==> src/rtl/reset_sequencer_pkg.sv <==
// Shared types and helpers for the reset sequencer: FSM state encoding and
// constant functions used to size counters.
package reset_sequencer_pkg;

   typedef enum logic [1:0] {
      ST_HOLD    = 2'd0,
      ST_STRETCH = 2'd1,
      ST_RELEASE = 2'd2,
      ST_DONE    = 2'd3
   } state_e;

   function automatic int max_int(input int a, input int b);
      return (a > b) ? a : b;
   endfunction

endpackage

==> src/rtl/reset_sequencer_if.sv <==
// Software-reset request and sequenced reset outputs bundled between the
// sequencer (master) and the blocks it resets (slave).
interface reset_sequencer_if #(
   parameter int NUM_OUTS = 3
);
   logic                sw_rst_req;
   logic [NUM_OUTS-1:0] reset_sync;
   logic                rst_done;

   modport master (input sw_rst_req, output reset_sync, output rst_done);
   modport slave  (output sw_rst_req, input reset_sync, input rst_done);
endinterface

==> src/rtl/reset_sync_chain.sv <==
// Asynchronous-assert / synchronous-release flop chain; sync_ok rises on the
// STAGES-th clock edge after rst_n is released.
module reset_sync_chain #(
   parameter int STAGES = 2
) (
   input  logic clk,
   input  logic rst_n,
   output logic sync_ok
);

   if (STAGES < 2) begin : g_bad_stages
      $error("reset_sync_chain: STAGES must be >= 2");
   end

   logic [STAGES-1:0] sync_q;
   logic [STAGES-1:0] sync_d;

   // shift a constant one toward the output
   always_comb begin
      sync_d = {sync_q[STAGES-2:0], 1'b1};
   end

   // chain flops, cleared asynchronously
   always_ff @(posedge clk or negedge rst_n) begin
      if (!rst_n) begin
         sync_q <= '0;
      end else begin
         sync_q <= sync_d;
      end
   end

   assign sync_ok = sync_q[STAGES-1];

endmodule

==> src/rtl/reset_sequencer.sv <==
// Reset sequencer: synchronizes board reset release, stretches it, then
// releases NUM_OUTS reset domains in index order with a fixed gap.
module reset_sequencer
   import reset_sequencer_pkg::*;
#(
   parameter int SYNC_STAGES    = 2,
   parameter int STRETCH_CYCLES = 16,
   parameter int NUM_OUTS       = 3,
   parameter int STEP_CYCLES    = 8
) (
   input  logic              clk,
   input  logic              rst_n,
   reset_sequencer_if.master bus
);

   localparam int CNT_W = $clog2(max_int(STRETCH_CYCLES, STEP_CYCLES) + 1);
   localparam int IDX_W = (NUM_OUTS > 1) ? $clog2(NUM_OUTS) : 1;
   localparam logic [CNT_W-1:0]    STRETCH_LAST = CNT_W'(STRETCH_CYCLES - 1);
   localparam logic [CNT_W-1:0]    STEP_LAST    = CNT_W'(STEP_CYCLES - 1);
   localparam logic [IDX_W-1:0]    IDX_LAST     = IDX_W'(NUM_OUTS - 1);
   localparam logic [NUM_OUTS-1:0] ALL_ON       = {NUM_OUTS{1'b1}};
   localparam logic [NUM_OUTS-1:0] ONE_HOT0     = NUM_OUTS'(1);

   if (SYNC_STAGES < 2) begin : g_bad_sync
      $error("reset_sequencer: SYNC_STAGES must be >= 2");
   end
   if (STRETCH_CYCLES < 1) begin : g_bad_stretch
      $error("reset_sequencer: STRETCH_CYCLES must be >= 1");
   end
   if (NUM_OUTS < 1) begin : g_bad_outs
      $error("reset_sequencer: NUM_OUTS must be >= 1");
   end
   if (STEP_CYCLES < 1) begin : g_bad_step
      $error("reset_sequencer: STEP_CYCLES must be >= 1");
   end

   state_e              state_q, state_d;
   logic [CNT_W-1:0]    cnt_q, cnt_d;
   logic [IDX_W-1:0]    idx_q, idx_d;
   logic [NUM_OUTS-1:0] reset_sync_q, reset_sync_d;
   logic                rst_done_q, rst_done_d;
   logic                sync_ok;

   reset_sync_chain #(.STAGES(SYNC_STAGES)) u_chain (
      .clk     (clk),
      .rst_n   (rst_n),
      .sync_ok (sync_ok)
   );

   // next-state, counter and output computation
   always_comb begin
      state_d      = state_q;
      cnt_d        = cnt_q;
      idx_d        = idx_q;
      reset_sync_d = reset_sync_q;
      rst_done_d   = rst_done_q;

      if (bus.sw_rst_req && (state_q != ST_HOLD)) begin
         state_d      = ST_STRETCH;
         cnt_d        = '0;
         idx_d        = '0;
         reset_sync_d = ALL_ON;
         rst_done_d   = 1'b0;
      end else begin
         case (state_q)
            // The clock that first sees sync_ok already counts as stretch clock 1.
            ST_HOLD, ST_STRETCH: begin
               if ((state_q == ST_STRETCH) || sync_ok) begin
                  if (cnt_q == STRETCH_LAST) begin
                     cnt_d        = '0;
                     reset_sync_d = ALL_ON & ~ONE_HOT0;
                     if (NUM_OUTS == 1) begin
                        state_d    = ST_DONE;
                        rst_done_d = 1'b1;
                     end else begin
                        state_d = ST_RELEASE;
                        idx_d   = IDX_W'(1);
                     end
                  end else begin
                     cnt_d   = cnt_q + CNT_W'(1);
                     state_d = ST_STRETCH;
                  end
               end else begin
                  cnt_d = '0;
               end
            end
            ST_RELEASE: begin
               if (cnt_q == STEP_LAST) begin
                  cnt_d        = '0;
                  reset_sync_d = reset_sync_q & ~(ONE_HOT0 << idx_q);
                  if (idx_q == IDX_LAST) begin
                     state_d    = ST_DONE;
                     rst_done_d = 1'b1;
                  end else begin
                     idx_d = idx_q + IDX_W'(1);
                  end
               end else begin
                  cnt_d = cnt_q + CNT_W'(1);
               end
            end
            ST_DONE: begin
               reset_sync_d = '0;
               rst_done_d   = 1'b1;
            end
            default: begin
               state_d      = ST_HOLD;
               cnt_d        = '0;
               idx_d        = '0;
               reset_sync_d = ALL_ON;
               rst_done_d   = 1'b0;
            end
         endcase
      end
   end

   // state and registered outputs; rst_n asserts everything without a clock
   always_ff @(posedge clk or negedge rst_n) begin
      if (!rst_n) begin
         state_q      <= ST_HOLD;
         cnt_q        <= '0;
         idx_q        <= '0;
         reset_sync_q <= ALL_ON;
         rst_done_q   <= 1'b0;
      end else begin
         state_q      <= state_d;
         cnt_q        <= cnt_d;
         idx_q        <= idx_d;
         reset_sync_q <= reset_sync_d;
         rst_done_q   <= rst_done_d;
      end
   end

   assign bus.reset_sync = reset_sync_q;
   assign bus.rst_done   = rst_done_q;

endmodule
==> src/flat_wrapper.sv <==
// flat-port wrapper written by rule: the top's interface ports become plain ports
module reset_sequencer_flat import reset_sequencer_pkg::*;
#(
   parameter int SYNC_STAGES    = 2,
   parameter int STRETCH_CYCLES = 16,
   parameter int NUM_OUTS       = 3,
   parameter int STEP_CYCLES    = 8
)
  (clk, rst_n, bus_sw_rst_req, bus_reset_sync, bus_rst_done);
  reset_sequencer_if #(.NUM_OUTS(NUM_OUTS)) bus_i ();
  input  logic clk;
  input  logic rst_n;
  input wire logic [$bits(bus_i.sw_rst_req)-1:0] bus_sw_rst_req;
  output wire logic [$bits(bus_i.reset_sync)-1:0] bus_reset_sync;
  output wire logic [$bits(bus_i.rst_done)-1:0] bus_rst_done;
  assign bus_i.sw_rst_req = bus_sw_rst_req;
  assign bus_reset_sync = bus_i.reset_sync;
  assign bus_rst_done = bus_i.rst_done;
  reset_sequencer #(.SYNC_STAGES(SYNC_STAGES), .STRETCH_CYCLES(STRETCH_CYCLES), .NUM_OUTS(NUM_OUTS), .STEP_CYCLES(STEP_CYCLES)) u_core (.clk(clk), .rst_n(rst_n), .bus(bus_i));
endmodule
==> config.mk <==
export PLATFORM = sky130hd
export DESIGN_NAME = reset_sequencer_flat
export DESIGN_NICKNAME = d
export VERILOG_FILES = /design/src/rtl/reset_sequencer_pkg.sv /design/src/rtl/reset_sequencer_if.sv /design/src/rtl/reset_sync_chain.sv /design/src/rtl/reset_sequencer.sv /design/src/flat_wrapper.sv
export SDC_FILE = /design/constraint.sdc
export NUM_CORES = 1
export LEC_CHECK = 0
export ABC_AREA = 1
export BUFFER_PORTS_ARGS = -buffer_cell sky130_fd_sc_hd__buf_2
export CORE_MARGIN = 8
export CORE_UTILIZATION = 35
export CTS_BUF_LIST = sky130_fd_sc_hd__clkbuf_4 sky130_fd_sc_hd__clkbuf_8 sky130_fd_sc_hd__clkbuf_16
export CTS_CLUSTER_DIAMETER = 120
export DETAILED_ROUTE_END_ITERATION = 12
export GPL_TIMING_DRIVEN = 1
export PLACE_DENSITY = 0.49
export SYNTH_ARGS = -nofsm -noshare
export SYNTH_HDL_FRONTEND = slang
export SYNTH_SLANG_ARGS = --single-unit
==> constraint.sdc <==
create_clock -name clk -period 2.1 [get_ports clk]
set_input_delay 0.42 -clock clk [delete_from_list [all_inputs] [get_ports clk]]
set_output_delay 0.42 -clock clk [all_outputs]
set_load 0.05 [all_outputs]
==> run_results.csv <==
group,metric,value,unit
outcome,outcome,"finished clean",
layout,n_antenna_cell,0,
yosys,postSynth.asyncResetShare,1.00,
place,placed_area,940,µm²
yosys,synth_fp_nets,127,
clocking,clk_pin_slew,0.09,ns
worst_setup_path,reg2regPathDepth,11,
floorplan,die_height,65.9,µm
layout,fin_area,970,µm²
grt,track_usage,0.0993,
yosys,synth-edff-count,0,
sta,setup-violations-final,0,
layout,final_nets,138,
worst_setup_path,cp.depth,11,
detailed_routing,viasPerCell,4.77,
yosys,synthesis.instances,118,
sta,skew,0.00532,ns
floorplan,start_util,0.362,
grt,grt_pass1_vias,766,
detailed_routing,drc,0,
sta,rsz0062_at_grt,"no",
yosys,synth_fa_ha_area_frac,0.0861,
yosys,synth.distinct_cells,19,
floorplan,dieArea,4340,µm²
detailed_routing,num_vias,754,
grt,grt_overflow,0,
clocking,cts_buffers,3,
worst_setup_path,cpMostUsedCell,"nand2_1",
worst_setup_path,crit_chain,"ha_1 -> nand2_1 -> nor2_1 -> ha_1 -> inv_1 -> nand2_1 -> nand2_1 -> nand2_1 -> nand2_1 -> nand2_1 -> o21ai_1",
grt,grt_pass1_wl,3400,µm
sta,finalHoldViolations,0,
sta,tightest_slew,0.510,ns
clocking,cts.path.max_buffers,2,
yosys,synthXorXnorAreaFrac,0,
sta,timing.hold.ws,0.0202,ns
floorplan,coreArea,2410,µm²
clocking,ctsHoldBuffers,0,
pwr,cellLeakagePower,0.506,nW
detailed_routing,wl,1860,µm
yosys,syn_area_per_cell,7.39,µm²
clocking,postCtsSetupBuffers,0,
sta,fin_setup_tns,0,ns
worst_setup_path,cp-start-kind,"register",
layout,drive_gt1_frac,0.133,
yosys,ys_seq_elements,15,
layout,syn2layout_area_growth,11.2,%
sta,slew_headroom,0.659,
clocking,numClockSinks,15,
grt,grt_max_degree,16,
clocking,clock_latency,0.29,ns
min_path,hold_path_class,"input port to async pin",
worst_setup_path,arrival,1.95,ns
pwr,p_per_area,578,nW/µm²
worst_setup_path,crit_fanout,6,
sta,fmax,578,MHz
layout,final_cell_mix,"nand2_1 (37), inv_1 (15), nor2_1 (13)",
sta,slew_viol_final,0,
worst_setup_path,worst-path-buf-inv,1,
worst_setup_path,max_stage_delay,0.42,ns
worst_setup_path,path_delay_family,"simple AND/OR/NAND/NOR gates",
place,gp_congestion,0.792,
floorplan,chipWidth,65.9,µm
yosys,netlist_area,872,µm²
worst_setup_path,critical_path_class,"register to register",
clocking,cts-root-buf,"clkbuf_4",
detailed_routing,wire_per_inst,11.8,µm
floorplan,rows,18,
grt,antenna_found_initial,0,
yosys,synth_top_family_by_area,"simple AND/OR/NAND/NOR gates",
worst_setup_path,cp_data_required_time,2.32,ns
yosys,synthSimpleGateAreaFrac,0.307,
clocking,ctsHtreeMaxLevel,1,
detailed_routing,ant_nets,0,
clocking,cts_resized,0,
yosys,synth-main-ff-cell,"dfrtp_1",
worst_setup_path,cp_slowest_cell,"dfrtp_1",
layout,layout_commonest_cell,"nand2_1",
sta,fin_crit_sh,0.823,
place,numPortBuffers,6,
clocking,cts_tree,"built",
pwr,finalPower,561,µW
detailed_routing,firstDrtPassIters,4,
sta,min_period,1.73,ns
yosys,synth-seq-area-share,0.435,
floorplan,ios,7,
detailed_routing,drtIter0Drc,15,
yosys,synthMuxAreaShare,0,
yosys,ys.warnings.count,0,
pwr,ir_worst_vdd,0.267,mV
job,max_cap_viol_count,0,
yosys,synth-compound-area-share,0.0990,
worst_setup_path,end_kind,"register",
place,hpwl,1410,µm
layout make-up:
type                            count  area [µm²]
Timing Repair Buffer                6        30.0
Clock buffer                        4        30.0
Tap cell                           30        37.5
Fill cell                         253        1440
Sequential cell                    15         379
Inverter                           16        60.1
Multi-Input combinational cell     87         433
stage by stage:
stage	cells	utilization	worst slack, ns
after CTS	158	0.402	0.374
after global placement	154	0.390	0.466
after floorplan	118	-	0.579
final	158	0.402	0.371
after detailed placement	154	0.390	0.408
after global routing	158	0.402	0.217
worst reg2reg max path: cells and delay by family (launching register included):
kind / cells / cell delay (ns)
AND/OR/NAND/NOR: 7 / 0.63
flip-flops: 1 / 0.42
buffers and inverters: 1 / 0.10
adder cells (fa/ha/maj): 2 / 0.43
AO/OA/AOI/OAI: 1 / 0.08
cell usage after synthesis, types with 2 or more instances:
| master | count | share of area |
|---|---|---|
| a21oi_1 | 3 | 0.017 |
| o21ai_0 | 5 | 0.029 |
| nor2_2 | 2 | 0.014 |
| nor2_1 | 13 | 0.056 |
| dfrtp_1 | 12 | 0.34 |
| nand2_1 | 37 | 0.16 |
| ha_1 | 6 | 0.086 |
| inv_1 | 15 | 0.065 |
| o21ai_1 | 5 | 0.029 |
| nand3_1 | 7 | 0.040 |
| dfstp_2 | 3 | 0.090 |
| nand4_1 | 3 | 0.022 |
power by group:
group          leakage [nW]  total, mW  switching (mW)  internal [mW]
Combinational         0.303     0.0624          0.0450         0.0174
Clock                0.0184      0.183          0.0965         0.0868
Sequential            0.185      0.315         0.00962          0.305
Total                 0.506      0.561           0.151          0.410
state kept, by name (all words and copies together) (netlist names):
name,flops
u_core.state_q,2
u_core.idx_q,2
u_core.bus.rst_done,1
u_core.cnt_q,5
u_core.u_chain.sync_q,2
u_core.bus.reset_sync,3
final timing paths:
path | start | slack (ns) | endpoint
max | u_core.cnt_q[0] | 0.37 | u_core.bus.reset_sync[2]
min | rst_n | 0.02 | u_core.bus.rst_done
max reg2reg | u_core.cnt_q[0] | 0.37 | u_core.bus.reset_sync[2]
min reg2reg | u_core.u_chain.sync_q[0] | 0.36 | u_core.u_chain.sync_q[1]
max in group asynchronous | rst_n | 1.77 | u_core.bus.reset_sync[2]
min in group clk | u_core.u_chain.sync_q[0] | 0.36 | u_core.u_chain.sync_q[1]
routing by layer:
layer  wire length [µm]  track usage
met2                832        0.153
met3                 68       0.0220
met1                906        0.121
met5                  0            0
met4                 50       0.0654
cells by family after synthesis:
kind of cell,count (synthesis)
AO/OA/AOI/OAI,16
AND/OR/NAND/NOR,64
other,1
adder cells (fa/ha/maj),6
buffers and inverters,16
flip-flops,15
(Power assumes the default switching activity.)
